--- src/rtl/alarm_set_arbiter_if.sv ---
// Alarm-set control bundle between the arbiter and the alarm comparator.
// The arbiter drives it through the out (or master) view; the comparator reads it through the slave view.
interface posix_time_ctrl_if;
    logic [31:0] usr_posix_time;
    logic        usr_posix_time_en;
    logic        usr_unset_alarm;

    modport master (
        output usr_posix_time,
        output usr_posix_time_en,
        output usr_unset_alarm
    );

    modport out (
        output usr_posix_time,
        output usr_posix_time_en,
        output usr_unset_alarm
    );

    modport slave (
        input usr_posix_time,
        input usr_posix_time_en,
        input usr_unset_alarm
    );
endinterface

--- src/rtl/alarm_set_arbiter.sv ---
// Two-requester arbiter for the alarm-set interface, with a quiet gap after each command.
// Define ALARM_SET_ARB_RR_EN for round-robin tie breaking; the default is fixed priority, requester 0 first.
//   state | meaning
//   IDLE  | sampling req_i; a grant drives the pulse and ack on the same edge
//   ISSUE | the one cycle where the pulse and ack are visible
//   GAP   | GAP_CYCLES quiet cycles; requests are ignored
module alarm_set_arbiter #(
    parameter int GAP_CYCLES = 4,
    parameter int CNT_W      = 16
) (
    input  logic             clk_i,
    input  logic             rst_i,
    input  logic [1:0]       req_i,
    input  logic [1:0]       unset_i,
    input  logic [31:0]      time0_i,
    input  logic [31:0]      time1_i,
    output logic [1:0]       ack_o,
    output logic             busy_o,
    output logic [CNT_W-1:0] cnt0_o,
    output logic [CNT_W-1:0] cnt1_o,
    posix_time_ctrl_if.out   alarm_set_time_if
);
    localparam int GAP_W = (GAP_CYCLES > 0) ? $clog2(GAP_CYCLES + 1) : 1;
    localparam logic [GAP_W-1:0] GAP_LOAD = (GAP_CYCLES > 0) ? GAP_W'(GAP_CYCLES - 1) : '0;

    typedef enum logic [1:0] {IDLE, ISSUE, GAP} state_t;

    state_t           state;
    logic [GAP_W-1:0] gap_cnt;
    logic             winner;
    logic             win_unset;
    logic [31:0]      win_time;

`ifdef ALARM_SET_ARB_RR_EN
    logic last_grant;

    // Only a tie looks at the last grant; a lone request always wins.
    always_comb begin
        winner = ~req_i[0];
        if (req_i == 2'b11) winner = ~last_grant;
    end
`else
    always_comb winner = ~req_i[0];
`endif

    assign win_unset = winner ? unset_i[1] : unset_i[0];
    assign win_time  = winner ? time1_i : time0_i;

    always_ff @(posedge clk_i or negedge rst_i) begin
        if (!rst_i) begin
            state                               <= IDLE;
            gap_cnt                             <= '0;
            ack_o                               <= 2'b00;
            busy_o                              <= 1'b0;
            cnt0_o                              <= '0;
            cnt1_o                              <= '0;
            alarm_set_time_if.usr_posix_time    <= '0;
            alarm_set_time_if.usr_posix_time_en <= 1'b0;
            alarm_set_time_if.usr_unset_alarm   <= 1'b0;
`ifdef ALARM_SET_ARB_RR_EN
            last_grant                          <= 1'b1;
`endif
        end else begin
            ack_o                               <= 2'b00;
            alarm_set_time_if.usr_posix_time_en <= 1'b0;
            alarm_set_time_if.usr_unset_alarm   <= 1'b0;
            case (state)
                IDLE: begin
                    if (req_i != 2'b00) begin
                        state  <= ISSUE;
                        busy_o <= 1'b1;
                        ack_o  <= winner ? 2'b10 : 2'b01;
`ifdef ALARM_SET_ARB_RR_EN
                        last_grant <= winner;
`endif
                        // An unset leaves the last programmed time on the bus.
                        if (win_unset) begin
                            alarm_set_time_if.usr_unset_alarm <= 1'b1;
                        end else begin
                            alarm_set_time_if.usr_posix_time_en <= 1'b1;
                            alarm_set_time_if.usr_posix_time    <= win_time;
                        end
                        if (!winner) begin
                            if (cnt0_o != '1) cnt0_o <= cnt0_o + 1'b1;
                        end else begin
                            if (cnt1_o != '1) cnt1_o <= cnt1_o + 1'b1;
                        end
                    end
                end
                ISSUE: begin
                    if (GAP_CYCLES > 0) begin
                        state   <= GAP;
                        gap_cnt <= GAP_LOAD;
                    end else begin
                        state  <= IDLE;
                        busy_o <= 1'b0;
                    end
                end
                GAP: begin
                    if (gap_cnt == '0) begin
                        state  <= IDLE;
                        busy_o <= 1'b0;
                    end else begin
                        gap_cnt <= gap_cnt - 1'b1;
                    end
                end
                default: begin
                    state  <= IDLE;
                    busy_o <= 1'b0;
                end
            endcase
        end
    end
endmodule

--- src/flat_wrapper.sv ---
// flat-port wrapper written by rule: the top's interface ports become plain ports
module alarm_set_arbiter_flat 
#(
    parameter int GAP_CYCLES = 4,
    parameter int CNT_W      = 16
)
  (clk_i, rst_i, req_i, unset_i, time0_i, time1_i, ack_o, busy_o, cnt0_o, cnt1_o, alarm_set_time_if_usr_posix_time, alarm_set_time_if_usr_posix_time_en, alarm_set_time_if_usr_unset_alarm);
  posix_time_ctrl_if alarm_set_time_if_i ();
  input  logic clk_i;
  input  logic rst_i;
  input  logic [1:0] req_i;
  input  logic [1:0] unset_i;
  input  logic [31:0] time0_i;
  input  logic [31:0] time1_i;
  output logic [1:0] ack_o;
  output logic busy_o;
  output logic [CNT_W-1:0] cnt0_o;
  output logic [CNT_W-1:0] cnt1_o;
  output wire logic [$bits(alarm_set_time_if_i.usr_posix_time)-1:0] alarm_set_time_if_usr_posix_time;
  output wire logic [$bits(alarm_set_time_if_i.usr_posix_time_en)-1:0] alarm_set_time_if_usr_posix_time_en;
  output wire logic [$bits(alarm_set_time_if_i.usr_unset_alarm)-1:0] alarm_set_time_if_usr_unset_alarm;
  assign alarm_set_time_if_usr_posix_time = alarm_set_time_if_i.usr_posix_time;
  assign alarm_set_time_if_usr_posix_time_en = alarm_set_time_if_i.usr_posix_time_en;
  assign alarm_set_time_if_usr_unset_alarm = alarm_set_time_if_i.usr_unset_alarm;
  alarm_set_arbiter #(.GAP_CYCLES(GAP_CYCLES), .CNT_W(CNT_W)) u_core (.clk_i(clk_i), .rst_i(rst_i), .req_i(req_i), .unset_i(unset_i), .time0_i(time0_i), .time1_i(time1_i), .ack_o(ack_o), .busy_o(busy_o), .cnt0_o(cnt0_o), .cnt1_o(cnt1_o), .alarm_set_time_if(alarm_set_time_if_i));
endmodule
--- config.mk ---
export PLATFORM = sky130hd
export DESIGN_NAME = alarm_set_arbiter_flat
export DESIGN_NICKNAME = d
export VERILOG_FILES = /design/src/rtl/alarm_set_arbiter_if.sv /design/src/rtl/alarm_set_arbiter.sv /design/src/flat_wrapper.sv
export SDC_FILE = /design/constraint.sdc
export NUM_CORES = 1
export LEC_CHECK = 0
export ABC_AREA = 1
export BUFFER_PORTS_ARGS = -buffer_cell sky130_fd_sc_hd__buf_2
export CAP_MARGIN = 40
export CELL_PAD_IN_SITES_DETAIL_PLACEMENT = 0
export CELL_PAD_IN_SITES_GLOBAL_PLACEMENT = 1
export CORE_MARGIN = 1
export CORE_UTILIZATION = 35
export DETAILED_ROUTE_END_ITERATION = 8
export PLACE_DENSITY_LB_ADDON = 0.1
export SYNTH_ARGS = -nofsm -noshare
export SYNTH_HDL_FRONTEND = slang
export SYNTH_SLANG_ARGS = --single-unit
export TNS_END_PERCENT = 50
--- constraint.sdc ---
create_clock -name clk_i -period 2.06 [get_ports clk_i]
set_input_delay 0.412 -clock clk_i [delete_from_list [all_inputs] [get_ports clk_i]]
set_output_delay 0.412 -clock clk_i [all_outputs]
set_load 0.005 [all_outputs]
==> results of run 1 <==
[cells in the mapped netlist, types with 3 or more instances]
master	n	share of area, %
o21ai_0	42	5.1
nor2_1	35	3.2
xnor2_1	14	3.0
nand2_1	297	27
o21ai_1	3	0.37
nand4_1	14	2.1
ha_1	4	1.2
inv_1	38	3.5
clkbuf_1	9	0.82
dfrtp_1	74	45
nand3_1	23	2.8
clkbuf_2	3	0.37
buf_6	5	1.4
[layer usage]
metal	wire (um)	up-vias
li1	-	2072
met1	4800	1712
met2	4900	107
met3	711	12
met4	140	0
met5	0	-
[placed cells by master (no fill, tap or decap), types with 9 or more instances in the layout]
master	count
nand4_1	14
buf_2	137
inv_1	38
clkbuf_16	9
xnor2_1	14
dfrtp_1	74
nand2_1	296
nand3_1	23
nor2_1	35
o21ai_0	42
[repair_timing]
| action | 4_1_cts | 5_1_grt |
|---|---|---|
| endpoints found under the setup margin | 0 | 10 |
| setup buffers | 0 | 0 |
| gates resized for setup | 0 | 1 |
[flip-flops by register name (all words and copies together) (netlist names)]
register and flops:
u_core.ack_o 2, u_core.alarm_set_time_if.usr_posix_time 32, u_core.alarm_set_time_if.usr_posix_time_en 1, u_core.alarm_set_time_if.usr_unset_alarm 1, u_core.busy_o 1, u_core.cnt0_o 16, u_core.cnt1_o 16, u_core.gap_cnt 3
u_core.state 2
[worst max-delay path: cells and delay by family, from the launching register on]
| family | cells | cell delay (ps) |
|---|---|---|
| buf+inv | 1 | 80 |
| fa+ha+maj | 1 | 310 |
| compound gates | 1 | 170 |
| simple gates | 4 | 720 |
| flops | 1 | 450 |
[cells by family after synthesis]
| kind of cell | share of synthesized area, % |
|---|---|
| flops | 45.1 |
| fa+ha+maj | 1.22 |
| compound gates | 6.52 |
| xor+xnor | 2.98 |
| simple gates | 37.6 |
| buf+inv | 6.64 |
[stage by stage]
stage | hold slack, ps | total power, W | setup WS, ps | utilization, % | cell area, um2
floorplan | 116 | 0.00320 | 515 | - | 4110
global placement | 422 | 0.00395 | 119 | 43.0 | 4910
detailed placement | 429 | 0.00398 | 134 | 43.0 | 4910
CTS | 68.6 | 0.00562 | 126 | 45.7 | 5210
global route | 93.4 | 0.00597 | 21.3 | 45.7 | 5220
finish | 45.1 | 0.00552 | 196 | 45.7 | 5220
[worst paths after layout]
path                                                             from                                     endpoint  slack (ps)  cells past startpoint
hold reg to reg            u_core.alarm_set_time_if.usr_posix_time[4]   u_core.alarm_set_time_if.usr_posix_time[4]         490                      2
max in group asynchronous                                       rst_i   u_core.alarm_set_time_if.usr_posix_time[1]        1430                      2
setup reg to reg                                     u_core.cnt0_o[0]                             u_core.cnt0_o[9]         200                      7
setup / recovery                                     u_core.cnt0_o[0]                             u_core.cnt0_o[9]         200                      7
hold / removal                                                  rst_i                             u_core.cnt0_o[1]          50                      1
min in group clk_i                                        time1_i[20]  u_core.alarm_set_time_if.usr_posix_time[20]         360                      5
[cell type report]
class | instances | area, um2 | area share [%]
flip-flops and latches | 74 | 1850 | 35.5
clock buffers | 9 | 225 | 4.32
multi-input cells | 444 | 1990 | 38.1
well taps | 143 | 179 | 3.43
repair buffers | 143 | 743 | 14.2
clock inverters | 7 | 80.1 | 1.54
inverters | 40 | 150 | 2.88
[power by group through the flow]
stage                     Combinational (W)  Clock [W]  Sequential (W)
after floorplan                    0.000947          0         0.00225
after global placement              0.00170          0         0.00225
after detailed placement            0.00172          0         0.00226
after CTS                           0.00172    0.00165         0.00225
after global routing                0.00195    0.00171         0.00231
final                               0.00167    0.00161         0.00224
==> flow_summary.yaml, run 1 <==
pwr:
  power_frac_clock_pct: 29.1
  cellInternalPower_w: 0.00355
  p_leak_nw: 2.90
  p_sw_share_pct: 35.7
  combinationalPowerShare_pct: 30.4
  ir_worst_vdd_uv: 441
  p_per_area_nw_per_um2: 1060
  power_switching_w: 0.00197
  seqPwrFrac_pct: 40.5
final_layout:
  drive_above_1_share_pct: 23.8
  syn_to_final_growth_pct: 26.9
  fin_nets: 786
  insertedDiodeCount: 0
  stdcell_count: 860
  fill_cells: 1204
grt:
  grt_pass1_vias: 3587
  met3_usage_pct: 5.70
  grt_use_met1_pct: 23.6
  grt_pass1_wl_um: 17200
  antenna_found_initial: 1
  overflow: 0
  grt_max_degree: 39
  grt_util_met2_pct: 29.5
  grt_busiest_layer: "met2"
  track_usage_pct: 18.5
synth:
  synth_area_per_cell_um2: 7.11
  synthesis.area_um2: 4110
  netlist_instances: 578
  syn-num-nets: 652
  synth_cell_types: 26
  ys_ff_latch: 74
  yosys_most_used_dff: "dfrtp_1"
  yosys_warnings: 0
  synth_edf_count: 0
  async_reset_ff_share_pct: 100
  synth_seq_area_share_pct: 45.1
timing:
  slew_headroom_pct: 53.7
  fin_setup_tns_ps: 0
  max_freq_mhz: 536
  period_minus_slack_ps: 1860
  hold_viol: 0
  worst_pin_slew_ps: 694
  period_share_pct: 90.5
  rsz0062_at_grt: "false"
  setup_viol: 0
  fin_skew_ps: 4.76
  slew_violations: 0
worst_setup_path:
  cp_max_fo: 16
  worst_path_largest_cell_delay_ps: 530
  crit_top_cell: "nor2_1"
  crit_chain: "ha_1, inv_1, nor2_1, nand2_1, nor2_1, nor2_2, o21ai_0"
  cp_slowest_cell: "nor2_2"
  critPathLaunchType: "flip-flop"
  cp-end-kind: "flip-flop"
  crit_type: "flip-flop to flip-flop"
  worst_ep_arrival_time_ps: 2050
  cp_data_required_time_ps: 2250
die:
  start_util_pct: 36.0
  rows: 39
  ios: 139
  die_h_um: 110
  die_w_um: 110
  dieArea_um2: 12200
  coreArea_um2: 11400
clock_network:
  cts_tree: "yes"
  hold_buffers: 0
  htreeDepth: 3
  clock_path_buffers: 2
  path_clk_slew_ps: 60
  clock-sinks: 74
  cts_inserted_buffers: 9
  clkLatencyLatePin_ps: 340
  cts-root-buf: "clkbuf_16"
job:
  maxCapViolCount: 0
place:
  place_hpwl_um: 7760
  dp.cells: 844
  place.gp.congestion: 0.760
  port_buffers: 138
routing:
  drc: 0
  wl_um: 10600
  wl_per_cell_um: 12.3
  drt_iter0_drc: 159
  drtAntennaViolNets: 0
  drtPass1Iterations: 6
  route.vias.total: 3903
  routed_via_density: 4.54
outcome:
  outcome: "complete, no violations"
min_path:
  worstHoldPathType: "input pin to asynchronous set/reset pin"
(Power assumes the default switching activity.)
==> run 2: changes to the inputs <==
CORE_ASPECT_RATIO = 0.7   (was default)
==> flow_summary.yaml, run 2 (synthesis results as in run 1) <==
final_layout:
  multiInputGateArea_um2: 1990
  largestRegisters: "u_core.alarm_set_time_if.usr_posix_time (32), u_core.cnt0_o (16), u_core.cnt1_o (16)"
  mostFrequentLayoutCells: "296 x nand2_1, 137 x buf_2, 74 x dfrtp_1, 42 x o21ai_0, 38 x inv_1"
  fin_nets: 791
  top_register: "u_core.alarm_set_time_if.usr_posix_time"
  final_common_cell: "nand2_1"
  regArea_um2: 1850
  fin_area_um2: 5280
  drive_above_1_share_pct: 24.4
  largest_register_ffs: 32
  syn_to_final_growth_pct: 28.6
  fill_cells: 1164
clock_network:
  clkLatencyLatePin_ps: 330
  htreeDepth: 3
  hold_buffers: 0
  clock_path_buffers: 2
  cts-root-buf: "clkbuf_16"
  path_clk_slew_ps: 60
  cts_inserted_buffers: 9
  clock-sinks: 74
  cts_tree: "yes"
die:
  coreArea_um2: 11200
  die_h_um: 92.7
  start_util_pct: 36.7
  ios: 139
  dieArea_um2: 12200
  rows: 32
  die_w_um: 132
worst_setup_path:
  cp_data_required_time_ps: 2310
  worst_ep_arrival_time_ps: 2030
  cp-end-kind: "flip-flop"
  critPathLaunchType: "flip-flop"
  crit_type: "flip-flop to flip-flop"
  cp_max_fo: 16
routing:
  wl_per_cell_um: 12.2
  drtAntennaViolNets: 0
  drt_iter0_drc: 170
  routed_via_density: 4.52
  drc: 0
  drtPass1Iterations: 4
  wl_um: 10600
  route.vias.total: 3957
timing:
  slew_headroom_pct: 59.1
  rsz0062_at_grt: "false"
  slew_violations: 0
  worst_pin_slew_ps: 613
  setup_viol: 0
  hold_ws_ps: -2.30
  max_freq_mhz: 562
  fin_skew_ps: 5.92
  fin_ws_ps: 281
  period_share_pct: 86.3
  fin_setup_tns_ps: 0
  hold_viol: 1
  period_minus_slack_ps: 1780
pwr:
  finalPower_w: 0.00561
  ir_worst_vdd_uv: 550
  p_per_area_nw_per_um2: 1060
  p_leak_nw: 2.95
job:
  maxCapViolCount: 0
grt:
  overflow: 0
  grt_pass1_wl_um: 18300
  track_usage_pct: 18.9
  antenna_found_initial: 1
  grt_pass1_vias: 3896
  grt_max_degree: 35
place:
  port_buffers: 138
  placedInstanceArea_um2: 4960
  place.gp.congestion: 0.810
  dp_slack_ps: 224
  place_hpwl_um: 8010
min_path:
  worstHoldPathType: "input pin to asynchronous set/reset pin"
outcome:
  violations: "negative hold slack"
  outcome: "complete, but fails checks"
## run 2: cell count changes in the layout (fill, tap and decap cells not counted)
cell        previous run  this run
clkinvlp_4             2         0
bufinv_16              1         2
clkinv_4               4         0
buf_4                  5        10
clkbuf_8               0         1
clkinv_2               0         4
diode_2                0         1
## run 2: worst paths after layout
kind	from	endpoint	slack (ps)	cells past startpoint
max	u_core.cnt0_o[0]	u_core.cnt0_o[11]	280	8
min	rst_i	u_core.alarm_set_time_if.usr_posix_time[21]	-2	1
max reg2reg	u_core.cnt0_o[0]	u_core.cnt0_o[11]	280	8
min reg2reg	u_core.alarm_set_time_if.usr_posix_time[30]	u_core.alarm_set_time_if.usr_posix_time[30]	490	2
max in group asynchronous	rst_i	u_core.cnt0_o[5]	1530	2
min in group clk_i	time1_i[20]	u_core.alarm_set_time_if.usr_posix_time[20]	370	5
## run 2: what timing repair did
action / CTS / global route
endpoints found under the setup margin: 0 / 1
setup buffers: 0 / 0
resized for setup: 0 / 1
## run 2: power by group
part	internal, W	total (W)	switching (W)	leakage [nW]
clock	0.00108	0.00168	0.000598	0.162
sequential	0.00191	0.00224	0.000331	0.964
combinational	0.000707	0.00169	0.000985	1.82
total	0.00370	0.00561	0.00191	2.95
## run 2: metal layers
| metal | global-route usage, % | vias up | part of all wire [%] |
|---|---|---|---|
| met5 | 0 | - | 0 |
| met4 | 4.94 | 0 | 0.93 |
| met3 | 5.69 | 7 | 5.8 |
| met2 | 31.0 | 89 | 45 |
| met1 | 24.2 | 1777 | 49 |
| li1 | - | 2084 | - |
## run 2: layout make-up
class,instances,share of cell area [%]
Antenna cell,1,0.0474
Multi-Input combinational cell,444,37.6
Timing Repair Buffer,148,14.8
Tap cell,153,3.62
Inverter,40,2.84
Sequential cell,74,35.1
Clock buffer,10,4.52
Clock inverter,6,1.52
## run 2: through the flow
step / utilization (%) / instances
CTS: 47.1 / 875
global route: 47.1 / 875
floorplan: - / 578
detailed placement: 44.2 / 859
global placement: 44.2 / 859
finish: 47.1 / 876
## run 2: critical path, stage by stage, from the launching register on
cell     delay, ps
dfrtp_1        440
ha_1           310
inv_1           80
nor2_1          60
nand2_1         60
nor2_1          50
nor2_2         470
nand2_1        110
o21ai_1        110
